## src/rtl/shift_pkg.sv

```systemverilog
// Shared constants for the serial shifter: data width, op codes, FSM encoding.
// Latency: n/a (package only).
// Backpressure: n/a (package only).
package shift_pkg;
  localparam int DATA_W = 32;
  localparam int CNT_W  = 6;

  localparam logic [1:0] OP_SRL = 2'b00;
  localparam logic [1:0] OP_SLL = 2'b01;
  localparam logic [1:0] OP_SRA = 2'b10;

  localparam logic [1:0] ST_IDLE  = 2'd0;
  localparam logic [1:0] ST_SHIFT = 2'd1;
  localparam logic [1:0] ST_DONE  = 2'd2;
endpackage

```

## src/rtl/shift_step.sv

```systemverilog
// One-bit shift of a word for the given op; sign fill exists only with SHIFT_SRA_EN.
// Latency: combinational.
// Backpressure: none (pure function of its inputs).
import shift_pkg::*;

module shift_step (
  input  logic [1:0]        op,
  input  logic [DATA_W-1:0] din,
  output logic [DATA_W-1:0] dout
);
  logic fill;

`ifdef SHIFT_SRA_EN
  assign fill = (op == OP_SRA) ? din[DATA_W-1] : 1'b0;
`else
  assign fill = 1'b0;
`endif

  // Anything that is not SLL (including the reserved code) shifts right.
  assign dout = (op == OP_SLL) ? {din[DATA_W-2:0], 1'b0}
                               : {fill, din[DATA_W-1:1]};
endmodule

```

## src/rtl/serial_shifter.sv

```systemverilog
// Serial 32-bit SRL/SLL/SRA, one bit per cycle; SRA sign fill only with SHIFT_SRA_EN.
// Latency: accept at edge k, out_valid after edge k+1+min(Y,32).
// Backpressure: result held in DONE until out_ready; in_ready only in IDLE.
import shift_pkg::*;

module serial_shifter (
  input  logic              clk,
  input  logic              rst,
  input  logic              in_valid,
  output logic              in_ready,
  input  logic [DATA_W-1:0] X,
  input  logic [DATA_W-1:0] Y,
  input  logic [1:0]        op,
  output logic              out_valid,
  input  logic              out_ready,
  output logic [DATA_W-1:0] Z,
  output logic              busy
);
  logic [1:0]        state;
  logic [1:0]        op_q;
  logic [CNT_W-1:0]  count;
  logic [DATA_W-1:0] shreg;
  logic [DATA_W-1:0] step_out;

  shift_step u_step (
    .op   (op_q),
    .din  (shreg),
    .dout (step_out)
  );

  assign in_ready  = (state == ST_IDLE);
  assign out_valid = (state == ST_DONE);
  assign busy      = (state == ST_SHIFT) || (state == ST_DONE);
  assign Z         = shreg;

  always_ff @(posedge clk) begin
    if (rst) begin
      state <= ST_IDLE;
      op_q  <= OP_SRL;
      count <= '0;
      shreg <= '0;
    end else begin
      case (state)
        ST_IDLE: begin
          if (in_valid) begin
            shreg <= X;
            op_q  <= op;
            // Any amount of 32 or more saturates; 32 steps already clear/sign-fill every bit.
            count <= (|Y[DATA_W-1:5]) ? CNT_W'(32) : Y[CNT_W-1:0];
            state <= ST_SHIFT;
          end
        end
        ST_SHIFT: begin
          if (count == '0) begin
            state <= ST_DONE;
          end else begin
            shreg <= step_out;
            count <= count - CNT_W'(1);
          end
        end
        ST_DONE: begin
          if (out_ready) begin
            state <= ST_IDLE;
          end
        end
        default: state <= ST_IDLE;
      endcase
    end
  end
endmodule

```

## config.mk

```make
export PLATFORM = sky130hd
export DESIGN_NAME = serial_shifter
export DESIGN_NICKNAME = d
export VERILOG_FILES = /design/src/rtl/shift_pkg.sv /design/src/rtl/shift_step.sv /design/src/rtl/serial_shifter.sv
export SDC_FILE = /design/constraint.sdc
export NUM_CORES = 1
export LEC_CHECK = 0
export BUFFER_PORTS_ARGS = -buffer_cell sky130_fd_sc_hd__buf_2
export CORE_AREA = 2 2 77 79
export DETAILED_ROUTE_END_ITERATION = 6
export DIE_AREA = 0 0 79 81
export PLACE_DENSITY = 0.75
export SYNTH_ARGS = -nofsm -noshare
export SYNTH_HDL_FRONTEND = slang
export SYNTH_SLANG_ARGS = --single-unit
```

## constraint.sdc

```tcl
create_clock -name clk -period 2.44 [get_ports clk]
set_clock_uncertainty 0.2 [all_clocks]
set_input_delay 0.244 -clock clk [delete_from_list [all_inputs] [get_ports clk]]
set_output_delay 0.244 -clock clk [all_outputs]
set_load 0.02 [all_outputs]
```

# After elaboration in Yosys (flattened, before gate mapping)
# Index checks and enable logic that the tools add are counted.
dict set report totals {
  ff_bits 42
  out_inout_bits 35
  word_cells 32
}
dict set report op_classes {
  n_addsub 1
  n_eq_ne 7
  n_mux 12
  n_reduce_logical 8
}
# operator count
set ops {}
lappend ops {{32-bit 2-to-1 mux} 3}
lappend ops {{32-bit case mux with 2 select lines} 1}
lappend ops {{27-bit OR reduction} 1}
lappend ops {{6-bit 2-to-1 mux} 3}
lappend ops {{6-bit case mux with 2 select lines} 1}
lappend ops {{6-bit zero test} 1}
lappend ops {{2-bit 2-to-1 mux} 3}
lappend ops {{2-bit case mux with 3 select lines} 1}
lappend ops {{3-bit AND reduction} 2}
lappend ops {{6-bit by 1-bit subtractor with 6-bit output, second input constant} 1}
lappend ops {{2-bit by 1-bit equality test with 1-bit output, second input constant} 2}
lappend ops {{2-bit by 1-bit inequality test with 1-bit output, second input constant} 2}
lappend ops {{2-bit inequality test, second input constant} 2}
lappend ops {{2-bit equality test, second input constant} 1}
lappend ops {{2-bit zero test} 1}
lappend ops {{2-bit AND reduction} 1}
lappend ops {{2-bit nonzero test} 1}
lappend ops {{1-bit logical OR} 1}

# Longest topological paths before layout
# Gate-level depths: netlist of run 1.
dict set report depth {
  word_depth 4
  ltp_mapped 9
  depth_no_buf 6
}

# Modules after synthesis
# Synthesis of run 1 repeated with hierarchy kept, for this count alone.
dict set report hier_totals {
  cells_unflattened 280
  hier_area_um2 2746.4
}
# module instances cells_per_inst area_each_um2 seq_area_each_um2
set modules_own_cells {}
lappend modules_own_cells {serial_shifter 1 243 2210.9 840.8}
lappend modules_own_cells {shift_step 1 37 535.5 0.0}

# Worst setup path after synthesis of run 1
# OpenSTA, ideal clock, no wires.
dict set report synth_path {
  path_kind {register to register}
  startpoint {register state[0]}
  endpoint {register shreg[7] (netlist: Z[7])}
  setup_time_ps 117
  t_arrival_ps 1937
  slack_ps 186
  stages_incl_launch_ff 9
  path_buffers 2
  path_cell_list {dfxtp_1 -> inv_1 -> ha_1 -> mux2i_1 -> a31oi_4 -> and2_4 -> buf_6 -> buf_6 -> a22o_1}
}
dict set report synth_via {
  elab_chain_cells 3
  word_cells_on_any_way 7
  cone_classes {3 x eq/ne; 1 x mux; 3 x reduce/logical}
}
# element line
set synth_rtl {}
lappend synth_rtl {{from (decl)} serial_shifter.sv:19} ;# logic [1:0] state;
lappend synth_rtl {{from (signal assigned)} serial_shifter.sv:38} ;# state <= ST_IDLE;
lappend synth_rtl {{from (signal assigned)} serial_shifter.sv:50} ;# state <= ST_SHIFT;
lappend synth_rtl {{from (signal assigned)} serial_shifter.sv:55} ;# state <= ST_DONE;
lappend synth_rtl {{2-bit zero test *} -}
lappend synth_rtl {{via in_ready} serial_shifter.sv:10} ;# output logic in_ready,
lappend synth_rtl {{2-bit inequality test (no line) or 2-bit nonzero test (tied branches)} -}
lappend synth_rtl {{3-bit AND reduction (no line)} -}
lappend synth_rtl {{to (signal assigned)} serial_shifter.sv:57} ;# shreg <= step_out;
lappend synth_rtl {{to (decl)} serial_shifter.sv:22} ;# logic [DATA_W-1:0] shreg;
# The timed path passes the listed nets; every way through them passes the cells marked *.
# A chain may end at the register's enable or synchronous reset.

# Worst setup path after layout of run 1
dict set report layout_path {
  startpoint {register state[0]}
  endpoint {register count[1]}
}
dict set report layout_via {
  elab_chain_cells 3
  word_cells_on_any_way 7
  cone_classes {3 x eq/ne; 1 x mux; 3 x reduce/logical}
}
# element line
set layout_rtl {}
lappend layout_rtl {{2-bit by 1-bit equality test with 1-bit output or 2-bit zero test (tied branches)} serial_shifter.sv:43} ;# case (state)
lappend layout_rtl {{2-bit inequality test (no line) or 2-bit nonzero test (tied branches)} -}
lappend layout_rtl {{3-bit AND reduction (no line)} -}
lappend layout_rtl {{to (signal assigned)} serial_shifter.sv:49} ;# count <= (|Y[DATA_W-1:5]) ? CNT_W'(32) : Y[CNT_W-1:0];
lappend layout_rtl {{to (signal assigned)} serial_shifter.sv:58} ;# count <= count - CNT_W'(1);
lappend layout_rtl {{to (decl)} serial_shifter.sv:21} ;# logic [CNT_W-1:0] count;
# Several ways; a longest one is shown, not always the timed one.

==> summary by stage, run 1 <==
Placement
The routability congestion estimate from global placement is 0.873. The port buffer count is approximately 100. Once placement finished, the instance area stood at 3000 µm². The detailed placement HPWL is 4.45 mm.

Die
The height of the die is 81 µm. The die is a little under 80 µm wide. The standard cell core area is 5680 µm². The initialized floorplan defines 28 standard-cell rows. The full die area is approximately 6400 µm². For this design the top-level I/O count stands at 105. For this configuration, the core starts out at a cell density of 43.2%.

CTS
The CTS tree is done. The deepest level of the CTS H-tree is 2. In this run the post-CTS setup repair buffer count came out at 0. The clock tree root driver cell is sky130_fd_sc_hd__clkbuf_8.

The number of instances resized during post-cts repair is 0. The clock passes through at most 2 buffers. The latest clock arrival within the worst-skew pair is 290 ps. The register clock-pin slew on the reported worst setup and hold paths is 80 ps. The clock sink total is 42.

The clock buffer count from CTS is 5.

Timing
The number of max-slew violations in the final report is 0. The worst-margin pin slew is 385 ps. Setup violations remaining at the end of the flow were counted as 0. The maximum clock frequency is 458 MHz. The number of failing hold endpoints at the final stage is 0. In the final timing run, aggregate negative setup slack is 0 ps. The smallest clock period supported by the final layout is computed as between 2000 and 2500 ps.

Of the available clock period, the critical path in the final layout requires 89.5%. The headroom to the max-slew limit is about 74%. Setup repair after global routing left no endpoint under its margin.

Setup path
Traced cell by cell, the critical path runs through inv_1 > ha_1 > mux2i_1 > a31oi_4 > and2_4 > a311o_1. Among cell families on the critical path, the largest total delay comes from compound AO/OA/AOI/OAI gates. The worst setup path is of the register to register kind.

The combined buffer and inverter count along the critical path is 1. The setup check on the worst reg-to-reg path leaves a slack of about 260 ps. The required time of the worst setup path is ~2400 ps. The delay of the slowest cell on the worst path is 370 ps.

The critical-path maximum fanout is 31. The startpoint type of the worst setup path is a register. In this run the critical register-to-register path is captured at count[1]$_SDFFE_PP0P_.

The data arrival time at the worst-slack endpoint is 2160 ps. The number of cells on the worst reg-to-reg path is 6. Among all stages on the critical path, the largest delay is contributed by sky130_fd_sc_hd__mux2i_1. The reg-to-reg startpoint is state[0]$_SDFFE_PP0P_. The sort of element at the end of the critical path is a register.

Route
The final routed wire length divided by cell count is 13.0 µm. Once detail routing completed, the nets flagged for antenna violations numbered 0. In this run, the number of DRC markers left after iteration 0 of detailed routing was 103. After detailed routing, the number of vias per cell comes to 5.38.

The total routed wirelength is 5.86 mm. The routed layout has 2431 vias. The number of remaining DRC errors is 0. For this run, the detailed router's first-pass iteration total came to 4.

GRT
In the global route stage, overall resource usage came out at between 10% and 20%. The wire length of the first global-routing pass is 10.1 mm. The remaining global-route overflow is 0. The initial antenna violation count is 0. Entering global routing, the biggest net connects 32 pins.

The number of global-route vias before repair is 2327.

Final layout
The number of antenna diodes in the final layout is 0. The layout cell share with drive strength beyond 1 is 33.7%. Leaving out fill and tap cells, the most frequent cells in the layout are sky130_fd_sc_hd__buf_2, sky130_fd_sc_hd__dfxtp_1, sky130_fd_sc_hd__a21oi_1, sky130_fd_sc_hd__nor2_1, sky130_fd_sc_hd__mux2i_1. The final net count is around 450. The finished cells cover 3120 µm². Relative to the synthesized area, the layout overhead comes to 27.1%. The library cell used most frequently in the layout, excluding fill and tap cells, is sky130_fd_sc_hd__buf_2.

The fill cell instance count of the final layout is 562.

Worst hold path
The beginning of the worst hold path is op[1]. The hold path depth is 3. The path class of the tightest hold or removal check is input port to register. The endpoint with the worst hold slack is op_q[1]$_SDFFE_PP0P_.

Synthesis
Synthesis produced a netlist with a net count of 355. After synthesis, the mean cell area works out to 8.82 µm². The register bit count reported by yosys is 42. The share of async-settable or async-resettable flops after synthesis is 0%. The most used flip-flop cell after synthesis is sky130_fd_sc_hd__dfxtp_1.

Counting distinct cell types in the post-synthesis netlist gives 45. The cell count after synthesis came out at 278. Yosys mapped a number of flops with a built-in enable equal to 0.

The count of synthesis-stage warnings from yosys is 0. Summing the sequential cell areas from Yosys gives 34.3% of the chip area. The mapped netlist covers around 2500 µm².

Pwr
The total power per unit cell area is between 1000 and 1500 nW/µm². The worst-case vdd ir drop is 0.444 mV. The leakage power is ~0.0016 µW.

Run
Across the run, the number of max-cap violations was 0.

Status
The flow ran to the end, and the final reports show no timing, DRC or antenna violations.
[timing repair]
| action | 4_1_cts | 5_1_grt |
|---|---|---|
| hold buffers | 3 | 0 |
| setup endpoints to repair | 0 | 0 |
| hold endpoints to repair | 3 | 0 |
[worst reg2reg max path: cells and delay by family (launching register included)]
kind / cells / cell delay (ps)
fa+ha+maj: 1 / 300
simple gates: 1 / 300
mux: 1 / 370
flops: 1 / 340
buf+inv: 1 / 110
compound gates: 2 / 450
[report_power, final]
part           total (µW)  switching [µW]  internal, µW  leakage, µW
clock                 431             229           202    0.0000452
sequential           1280             307           970     0.000345
combinational        2200            1270           926      0.00122
total                3910            1810          2100      0.00161
[logic make-up after synthesis]
group                      count (synthesis)  synth area share, %
AOI/OAI and AO/OA                         93                 27.4
and+or+nand+nor                           74                 15.8
DFF                                       42                 34.3
buffers and inverters                     31                 6.28
muxes                                     31                 12.7
adders and majority gates                  7                 3.57
[cell type report]
class	instances	area (µm²)	share of cell area, %
Clock buffer	6	72.6	2.33
Clock inverter	2	13.8	0.442
Inverter	8	30.0	0.963
Multi-Input combinational cell	205	1460	46.9
Sequential cell	42	841	27.0
Tap cell	75	93.8	3.01
Timing Repair Buffer	114	603	19.3
[layer usage]
layer  GRT usage [%]  vias up  share of wire (%)
met5               0        -                  0
met4            7.59        0                1.6
met3            3.78       11                5.5
met2            33.6       69                 48
met1            23.5     1121                 44
li1                -     1230                  -
[registers in the layout, indices dropped and copies added, names as in the netlist]
signal  count
state       2
Z          32
count       6
op_q        2
[how the worst max path moves through the flow]
| stage | from | to | slack, ps | depth (start not counted) |
|---|---|---|---|---|
| floorplan | state[0]$_SDFFE_PP0P_ | Z[7]$_SDFFE_PP0P_ | 190 | 8 |
| global placement | state[0]$_SDFFE_PP0P_ | count[1]$_SDFFE_PP0P_ | 330 | 6 |
| detailed placement | state[0]$_SDFFE_PP0P_ | count[1]$_SDFFE_PP0P_ | 240 | 6 |
| CTS | state[0]$_SDFFE_PP0P_ | count[1]$_SDFFE_PP0P_ | 240 | 6 |
| global route | state[0]$_SDFFE_PP0P_ | count[1]$_SDFFE_PP0P_ | 90 | 6 |
| finish | state[0]$_SDFFE_PP0P_ | count[1]$_SDFFE_PP0P_ | 260 | 6 |
[synthesized netlist by cell type, types with 2 or more instances]
library cell	n	share of area (%)
sky130_fd_sc_hd__a21boi_0	2	0.61
sky130_fd_sc_hd__a21oi_1	35	7.1
sky130_fd_sc_hd__a22o_1	30	11
sky130_fd_sc_hd__a31oi_1	3	0.77
sky130_fd_sc_hd__and3_1	2	0.51
sky130_fd_sc_hd__buf_1	2	0.31
sky130_fd_sc_hd__buf_2	6	1.2
sky130_fd_sc_hd__buf_6	4	1.8
sky130_fd_sc_hd__clkbuf_1	11	1.7
sky130_fd_sc_hd__dfxtp_1	42	34
sky130_fd_sc_hd__ha_1	7	3.6
sky130_fd_sc_hd__inv_1	8	1.2
sky130_fd_sc_hd__mux2i_1	31	13
sky130_fd_sc_hd__nand2_1	7	1.1
sky130_fd_sc_hd__nand2b_1	4	1.0
sky130_fd_sc_hd__nand3_1	6	1.2
sky130_fd_sc_hd__nand4_1	2	0.51
sky130_fd_sc_hd__nor2_1	32	4.9
sky130_fd_sc_hd__nor3_1	3	0.61
sky130_fd_sc_hd__nor4_1	8	2.0
sky130_fd_sc_hd__o2111ai_1	3	1.1
sky130_fd_sc_hd__o21a_1	2	0.61
sky130_fd_sc_hd__o21ai_0	6	1.2
[metrics by stage]
| step | cells | power, µW | util, % | setup slack (ps) | hold WS [ps] |
|---|---|---|---|---|---|
| floorplan | 278 | 2930 | - | 186 | 191 |
| global placement | 441 | 3470 | 52.9 | 329 | 242 |
| detailed placement | 441 | 3500 | 52.9 | 243 | 247 |
| CTS | 452 | 3940 | 54.9 | 236 | 4.61 |
| global route | 452 | 4270 | 54.9 | 87.0 | 9.53 |
| finish | 452 | 3910 | 54.9 | 256 | 7.72 |
Power figures use the tool's default switching activity.
==> run 2, diff against run 1 <==
--- a/config.mk
+++ b/config.mk
@@ -6,10 +6,13 @@
 export NUM_CORES = 1
 export LEC_CHECK = 0
 export BUFFER_PORTS_ARGS = -buffer_cell sky130_fd_sc_hd__buf_2
-export CORE_AREA = 2 2 77 79
+export CELL_PAD_IN_SITES_DETAIL_PLACEMENT = 0
+export CELL_PAD_IN_SITES_GLOBAL_PLACEMENT = 1
+export CORE_AREA = 2 2 88 90
+export CTS_CLUSTER_DIAMETER = 40
 export DETAILED_ROUTE_END_ITERATION = 6
-export DIE_AREA = 0 0 79 81
-export PLACE_DENSITY = 0.75
+export DIE_AREA = 0 0 90 92
+export PLACE_DENSITY_LB_ADDON = 0.15
 export SYNTH_ARGS = -nofsm -noshare
 export SYNTH_HDL_FRONTEND = slang
 export SYNTH_SLANG_ARGS = --single-unit
==> summary by stage, run 2 (synthesis results as in run 1) <==
Route
The number of nets with antenna violations after detailed routing is 0 (unchanged). The vias per cell is 4.98 (was 5.38). The routed via count is 2393 (was 2431).

The number of remaining DRC errors was 0 (unchanged). The number of optimization iterations in the first detailed-route pass is 4 (unchanged). The wire length on met2 is 2.95 mm (was 2.83 mm).

The total met3 wirelength after detailed routing came to 365 µm (was 324 µm). The detailed-route wire length on metal 1 is 3.02 mm (was 2.60 mm). The uppermost signal routing layer after detailed routing is met4 (unchanged).

The DRC violation total after the first TritonRoute iteration came to 56 (was 103). The final routed wire length divided by cell count is 13.3 µm (was 13.0 µm). The total routed wirelength was 6.38 mm (was 5.86 mm).

Setup path
The cell family with the largest share of critical-path delay is compound AO/OA/AOI/OAI gates (unchanged). Cell chain of the critical path: inv_1 > ha_1 > mux2i_1 > a31oi_4 > and2_4 > a311o_1 (unchanged). The sort of element at the end of the critical path is a register (unchanged). The startpoint type of the worst setup path is a register (unchanged). The category of the most critical setup path is register to register (unchanged). The delay of the slowest cell on the worst path is 350 ps (was 370 ps).

The required time of the worst setup path is 2430 ps (was 2420 ps). The critical-path maximum fanout is 31 (unchanged). The combined buffer and inverter count along the critical path is 1 (unchanged). The cell type of the slowest stage on the worst timing path was sky130_fd_sc_hd__mux2i_1 (unchanged). The startpoint of the most critical setup path is state[1]$_SDFFE_PP0P_ (was state[0]$_SDFFE_PP0P_). The data arrival time at the worst-slack endpoint was 2130 ps (was 2160 ps). The reg-to-reg startpoint is state[1]$_SDFFE_PP0P_ (was state[0]$_SDFFE_PP0P_).

Timing
The final critical path time including I/O delays and setup is 2140 ps (was 2180 ps). The number of failing hold endpoints at the final stage is 0 (unchanged). The headroom to the max-slew limit was 73.9% (was 74.3%). The final count of negative-setup-slack endpoints is 0 (unchanged). Unrepaired setup endpoints after global routing: no (unchanged). The share of the clock period used by the worst path after layout is 87.8% (was 89.5%). The number of max-slew violations in the final report is 0 (unchanged). The maximum clock frequency is 467 MHz (was 458 MHz). The worst-margin pin slew is 391 ps (was 385 ps). The accumulated negative setup slack is 0 ps (unchanged).

Final layout
The growth of design area from synthesis to finish came to 30.0% (was 27.1%). The final net count is 455 (was 453). The number of flip-flops under the largest register name is 32 (unchanged).

The antenna diode count was 0 (unchanged). The leading cell type in the layout, fill and taps excluded is sky130_fd_sc_hd__buf_2 (unchanged). The layout cell share with drive strength beyond 1 came to 33.5% (was 33.7%). Commonest cells after routing, fill and taps aside: sky130_fd_sc_hd__buf_2, sky130_fd_sc_hd__dfxtp_1, sky130_fd_sc_hd__a21oi_1, sky130_fd_sc_hd__nor2_1, sky130_fd_sc_hd__mux2i_1 (unchanged).

CTS
The latest clock arrival within the worst-skew pair was 290 ps (about the same). The clock tree root driver cell is sky130_fd_sc_hd__clkbuf_8 (unchanged). The clock buffer count from CTS came to 5 (unchanged). The CTS tree is done (unchanged).

The buffer levels on the longest clock path is 2 (unchanged). The buffers inserted during post-CTS setup optimization is 0 (unchanged). The deepest level of the CTS H-tree is 2 (unchanged).

The clock sink total came to 42 (unchanged). The register clock-pin slew on the reported worst setup and hold paths is 80 ps (about the same).

GRT
The global-route usage over all layers is 14.9% (was 19.3%). The maximum number of pins on one net before global-route repair is 35 (was 32). The initial antenna violation count came to 0 (unchanged). The remaining global-route overflow is 0 (unchanged). The wire length of the first global-routing pass came to 10.4 mm (was 10.1 mm). The number of global-route vias before repair is 2153 (was 2327).

Die
The number of top-level pins is 105 (unchanged). The full die area is 8280 µm² (was 6400 µm²). The height of the die is 92 µm (was 81 µm).

The standard cell core area came to 7450 µm² (was 5680 µm²). The die outline width is 90 µm (was 79 µm). The initial core utilization is 32.9% (was 43.2%). The standard-cell row count is 32 (was 28).

Run
The max-capacitance violation count was 0 (unchanged).

Placement
The routability congestion estimate from global placement is 0.820 (was 0.873). The port buffer count is 104 (unchanged). The detailed placement HPWL is 4.75 mm (was 4.45 mm).

Status
Outcome: finished, final reports clean (unchanged).

Worst hold path
The class of the tightest hold or removal check is input port to register (unchanged). The beginning of the worst hold path was X[0] (was op[1]).

Pwr
The total power of the final layout was 4060 µW (was 3910 µW). The leakage power was 0.00162 µW (was 0.00161 µW). The worst-case vdd ir drop came to 0.515 mV (was 0.444 mV). The total power per unit cell area is 1270 nW/µm² (was 1250 nW/µm²).
[run 2: report_power, final]
part	switching (µW)	internal, µW
registers	307	970
logic	1300	940
clock network	236	306
total	1840	2220
[run 2: cell type report]
type                       instances  area [µm²]
timing repair buffer             116         621
clock inverter                     1        30.0
inverter                           8        30.0
multi-input combinational        205        1460
fill                             809        4260
clock buffer                       7        76.3
tap                              102         128
sequential                        42         841
[run 2: tightest hold or removal path, delay by kind of cell]
kind | cells | cell delay, ps
buffers and inverters | 1 | 100
and+or+nand+nor | 1 | 60
AOI/OAI and AO/OA | 1 | 90
[run 2: final timing paths]
kind,end,slack [ps],depth (start not counted)
worst min register to register,op_q[1]$_SDFFE_PP0P_,260,2
worst max-delay path,count[1]$_SDFFE_PP0P_,300,6
worst max register to register,count[1]$_SDFFE_PP0P_,300,6
worst min-delay path,Z[0]$_SDFFE_PP0P_,40,3
[run 2: routing by layer]
| layer | vias up | global-route usage, % |
|---|---|---|
| met4 | 0 | 3.08 |
| met2 | 74 | 24.2 |
| met1 | 1077 | 20.3 |
| li1 | 1237 | - |
| met5 | - | 0 |
| met3 | 5 | 3.53 |
[run 2: metrics by stage]
step / instances / instance area, µm² / hold slack, ps / setup WS [ps] / utilization, %
finish: 481 / 3190 / 42.7 / 298 / 42.8
global route: 481 / 3190 / 48.1 / 137 / 42.8
CTS: 481 / 3190 / 35.0 / 278 / 42.8
detailed placement: 469 / 3040 / 253 / 288 / 40.8
global placement: 469 / 3040 / 244 / 350 / 40.8
floorplan: 278 / 2450 / 191 / 186 / -
[run 2: timing repair]
item                                   CTS  global route
resized for setup                        0             0
hold buffers                             4             0
endpoints found under the hold margin    4             0
==> run 3, diff against run 2 <==
--- a/config.mk
+++ b/config.mk
@@ -8,10 +8,11 @@
 export BUFFER_PORTS_ARGS = -buffer_cell sky130_fd_sc_hd__buf_2
 export CELL_PAD_IN_SITES_DETAIL_PLACEMENT = 0
 export CELL_PAD_IN_SITES_GLOBAL_PLACEMENT = 1
-export CORE_AREA = 2 2 88 90
+export CORE_AREA = 2 2 73 110
 export CTS_CLUSTER_DIAMETER = 40
 export DETAILED_ROUTE_END_ITERATION = 6
-export DIE_AREA = 0 0 90 92
+export DIE_AREA = 0 0 75 112
+export MAX_ROUTING_LAYER = met4
 export PLACE_DENSITY_LB_ADDON = 0.15
 export SYNTH_ARGS = -nofsm -noshare
 export SYNTH_HDL_FRONTEND = slang
==> summary by stage, run 3 (synthesis results as in run 1) <==
Setup path
The sort of element at the end of the critical path is a register (unchanged). The cell type of the slowest stage on the worst timing path was sky130_fd_sc_hd__mux2i_1 (unchanged). The cell depth of the worst setup path came to 6 (unchanged).

The startpoint type of the worst setup path is a register (unchanged). The minimum setup slack among reg-to-reg paths came to 220 ps (was 300 ps). The delay of the slowest cell on the worst path is 370 ps (was 350 ps).

The number of cell instances on the worst register-to-register path is 6 (unchanged). The reg-to-reg startpoint is state[1]$_SDFFE_PP0P_ (unchanged). The category of the most critical setup path is register to register (unchanged). The end of the worst register-to-register path is count[1]$_SDFFE_PP0P_ (unchanged). The critical-path maximum fanout is 31 (unchanged). Cell chain of the critical path: inv_1 > ha_1 > mux2i_1 > a31oi_4 > and2_4 > a311o_1 (unchanged). The combined buffer and inverter count along the critical path is 1 (unchanged).

The startpoint of the most critical setup path is state[1]$_SDFFE_PP0P_ (unchanged). The data arrival time at the worst-slack endpoint is 2190 ps (was 2130 ps). The cell family with the largest share of critical-path delay is compound AO/OA/AOI/OAI gates (unchanged). The endpoint of the most critical setup path was count[1]$_SDFFE_PP0P_ (unchanged). The required time of the worst setup path is 2410 ps (was 2430 ps).

Timing
The headroom to the max-slew limit is 70.2% (was 73.9%). The final critical path time including I/O delays and setup was 2220 ps (was 2140 ps). The number of failing hold endpoints at the final stage is 0 (unchanged). The final count of negative-setup-slack endpoints was 0 (unchanged).

The post-route worst setup slack was 222 ps (was 298 ps). The share of the clock period used by the worst path after layout is 90.9% (was 87.8%). Unrepaired setup endpoints after global routing: no (unchanged). The number of max-slew violations in the final report was 0 (unchanged). The worst-margin pin slew is 447 ps (was 391 ps). The maximum clock frequency is 451 MHz (was 467 MHz).

The accumulated negative setup slack is 0 ps (unchanged). The final worst hold slack came to 13.1 ps (was 42.7 ps).

Die
The die outline width came to 75 µm (was 90 µm). The standard cell core area is 7470 µm² (was 7450 µm²). The height of the die is 112 µm (was 92 µm). The full die area came to 8400 µm² (was 8280 µm²).

The initial core utilization is 32.8% (was 32.9%). The number of top-level pins is 105 (unchanged). The standard-cell row count is 39 (was 32).

GRT
The remaining global-route overflow is 0 (unchanged). The wire length of the first global-routing pass is 11.2 mm (was 10.4 mm). The initial antenna violation count was 0 (unchanged).

The maximum number of pins on one net before global-route repair is 47 (was 35). The global-route usage over all layers came to 17.5% (was 14.9%). The number of global-route vias before repair came to 2331 (was 2153).

Final layout
The final core utilization is 43.0% (was 42.8%). The antenna diode count was 0 (unchanged). The post-route cell area came to 3210 µm² (was 3190 µm²). Commonest cells after routing, fill and taps aside: sky130_fd_sc_hd__buf_2, sky130_fd_sc_hd__dfxtp_1, sky130_fd_sc_hd__a21oi_1, sky130_fd_sc_hd__nor2_1, sky130_fd_sc_hd__mux2i_1 (unchanged). The growth of design area from synthesis to finish came to 31.0% (was 30.0%).

The leading cell type in the layout, fill and taps excluded is sky130_fd_sc_hd__buf_2 (unchanged). The layout cell share with drive strength beyond 1 is 34.0% (was 33.5%). The final net count is 450 (was 455). The number of flip-flops under the largest register name is 32 (unchanged).

Pwr
The leakage power is 0.00163 µW (was 0.00162 µW). The worst-case vdd ir drop was 0.895 mV (was 0.515 mV). The total power per unit cell area was 1340 nW/µm² (was 1270 nW/µm²).

Placement
The worst setup slack before clock tree synthesis is 210 ps (was 288 ps). The port buffer count came to 104 (unchanged). The detailed placement HPWL is 5.32 mm (was 4.75 mm). The routability congestion estimate from global placement is 0.926 (was 0.820). The cell area reported after detailed placement came to 3050 µm² (was 3040 µm²).

CTS
The count of hold-fix buffers inserted at cts is 0 (was 4). The buffer levels on the longest clock path came to 2 (unchanged). The register clock-pin slew on the reported worst setup and hold paths is 60 ps (was 80 ps). The CTS tree was done (unchanged). The buffers inserted during post-CTS setup optimization is 0 (unchanged).

The deepest level of the CTS H-tree came to 2 (unchanged). The latest clock arrival within the worst-skew pair is 280 ps (was 290 ps). The clock tree root driver cell is sky130_fd_sc_hd__clkbuf_16 (was sky130_fd_sc_hd__clkbuf_8).

The number of instances resized during post-cts repair is 0 (unchanged). The clock buffer count from CTS was 5 (unchanged). The clock sink total came to 42 (unchanged).

Route
The vias per cell was 5.11 (was 4.98). The total routed wirelength is 7.12 mm (was 6.38 mm). The number of remaining DRC errors was 0 (unchanged).

The number of optimization iterations in the first detailed-route pass came to 4 (unchanged). The final routed wire length divided by cell count came to 14.9 µm (was 13.3 µm). The number of nets with antenna violations after detailed routing is 0 (unchanged). The DRC violation total after the first TritonRoute iteration is 113 (was 56).

The routed via count was 2432 (was 2393).

Run
The max-capacitance violation count is 0 (unchanged).

Worst hold path
The class of the tightest hold or removal check is input port to register (unchanged).

Status
Outcome: finished, final reports clean (unchanged).
==> run 3: worst min-delay path by stage <==
stage / from / cells after the start / slack (ps) / endpoint
6_report: Y[3] / 2 / 10 / count[3]$_SDFFE_PP0P_
5_1_grt: Y[3] / 2 / 6 / count[3]$_SDFFE_PP0P_
4_1_cts: Y[1] / 2 / 2 / count[1]$_SDFFE_PP0P_
3_5_place_dp: op_q[1]$_SDFFE_PP0P_ / 2 / 240 / op_q[1]$_SDFFE_PP0P_
3_3_place_gp: op_q[1]$_SDFFE_PP0P_ / 2 / 240 / op_q[1]$_SDFFE_PP0P_
2_1_floorplan: op[1] / 2 / 190 / op_q[1]$_SDFFE_PP0P_
==> run 3: worst reg2reg max path: stages (launching register included) <==
cell	delay (ps)
sky130_fd_sc_hd__dfxtp_1	330
sky130_fd_sc_hd__inv_1	120
sky130_fd_sc_hd__ha_1	320
sky130_fd_sc_hd__mux2i_1	370
sky130_fd_sc_hd__a31oi_4	110
sky130_fd_sc_hd__and2_4	300
sky130_fd_sc_hd__a311o_1	340
==> run 3: metal layers <==
metal / vias up / global-route usage (%) / wire, µm
met5: - / - / 0
met4: 0 / 6.43 / 115
met3: 10 / 2.99 / 299
met2: 67 / 30.8 / 3890
met1: 1127 / 18.8 / 2810
li1: 1228 / - / -
==> run 3: power by group <==
part	total [µW]	leakage, µW	internal, µW	switching [µW]
logic	2260	0.00121	929	1330
registers	1290	0.000345	971	322
clock network	756	0.0000771	483	272
total	4310	0.00163	2380	1930
==> run 3: metrics by stage <==
stage | cells | total power, µW
final | 476 | 4310
after global routing | 476 | 4620
after CTS | 476 | 4360
after detailed placement | 468 | 3600
after global placement | 468 | 3580
after floorplan | 278 | 2930
==> run 3: layout make-up <==
class / instances / area (µm²)
fill: 815 / 4250
inverter: 8 / 30.0
multi-input combinational: 205 / 1460
sequential: 42 / 841
clock buffer: 6 / 129
tap: 102 / 128
timing repair buffer: 111 / 586
clock inverter: 2 / 37.5
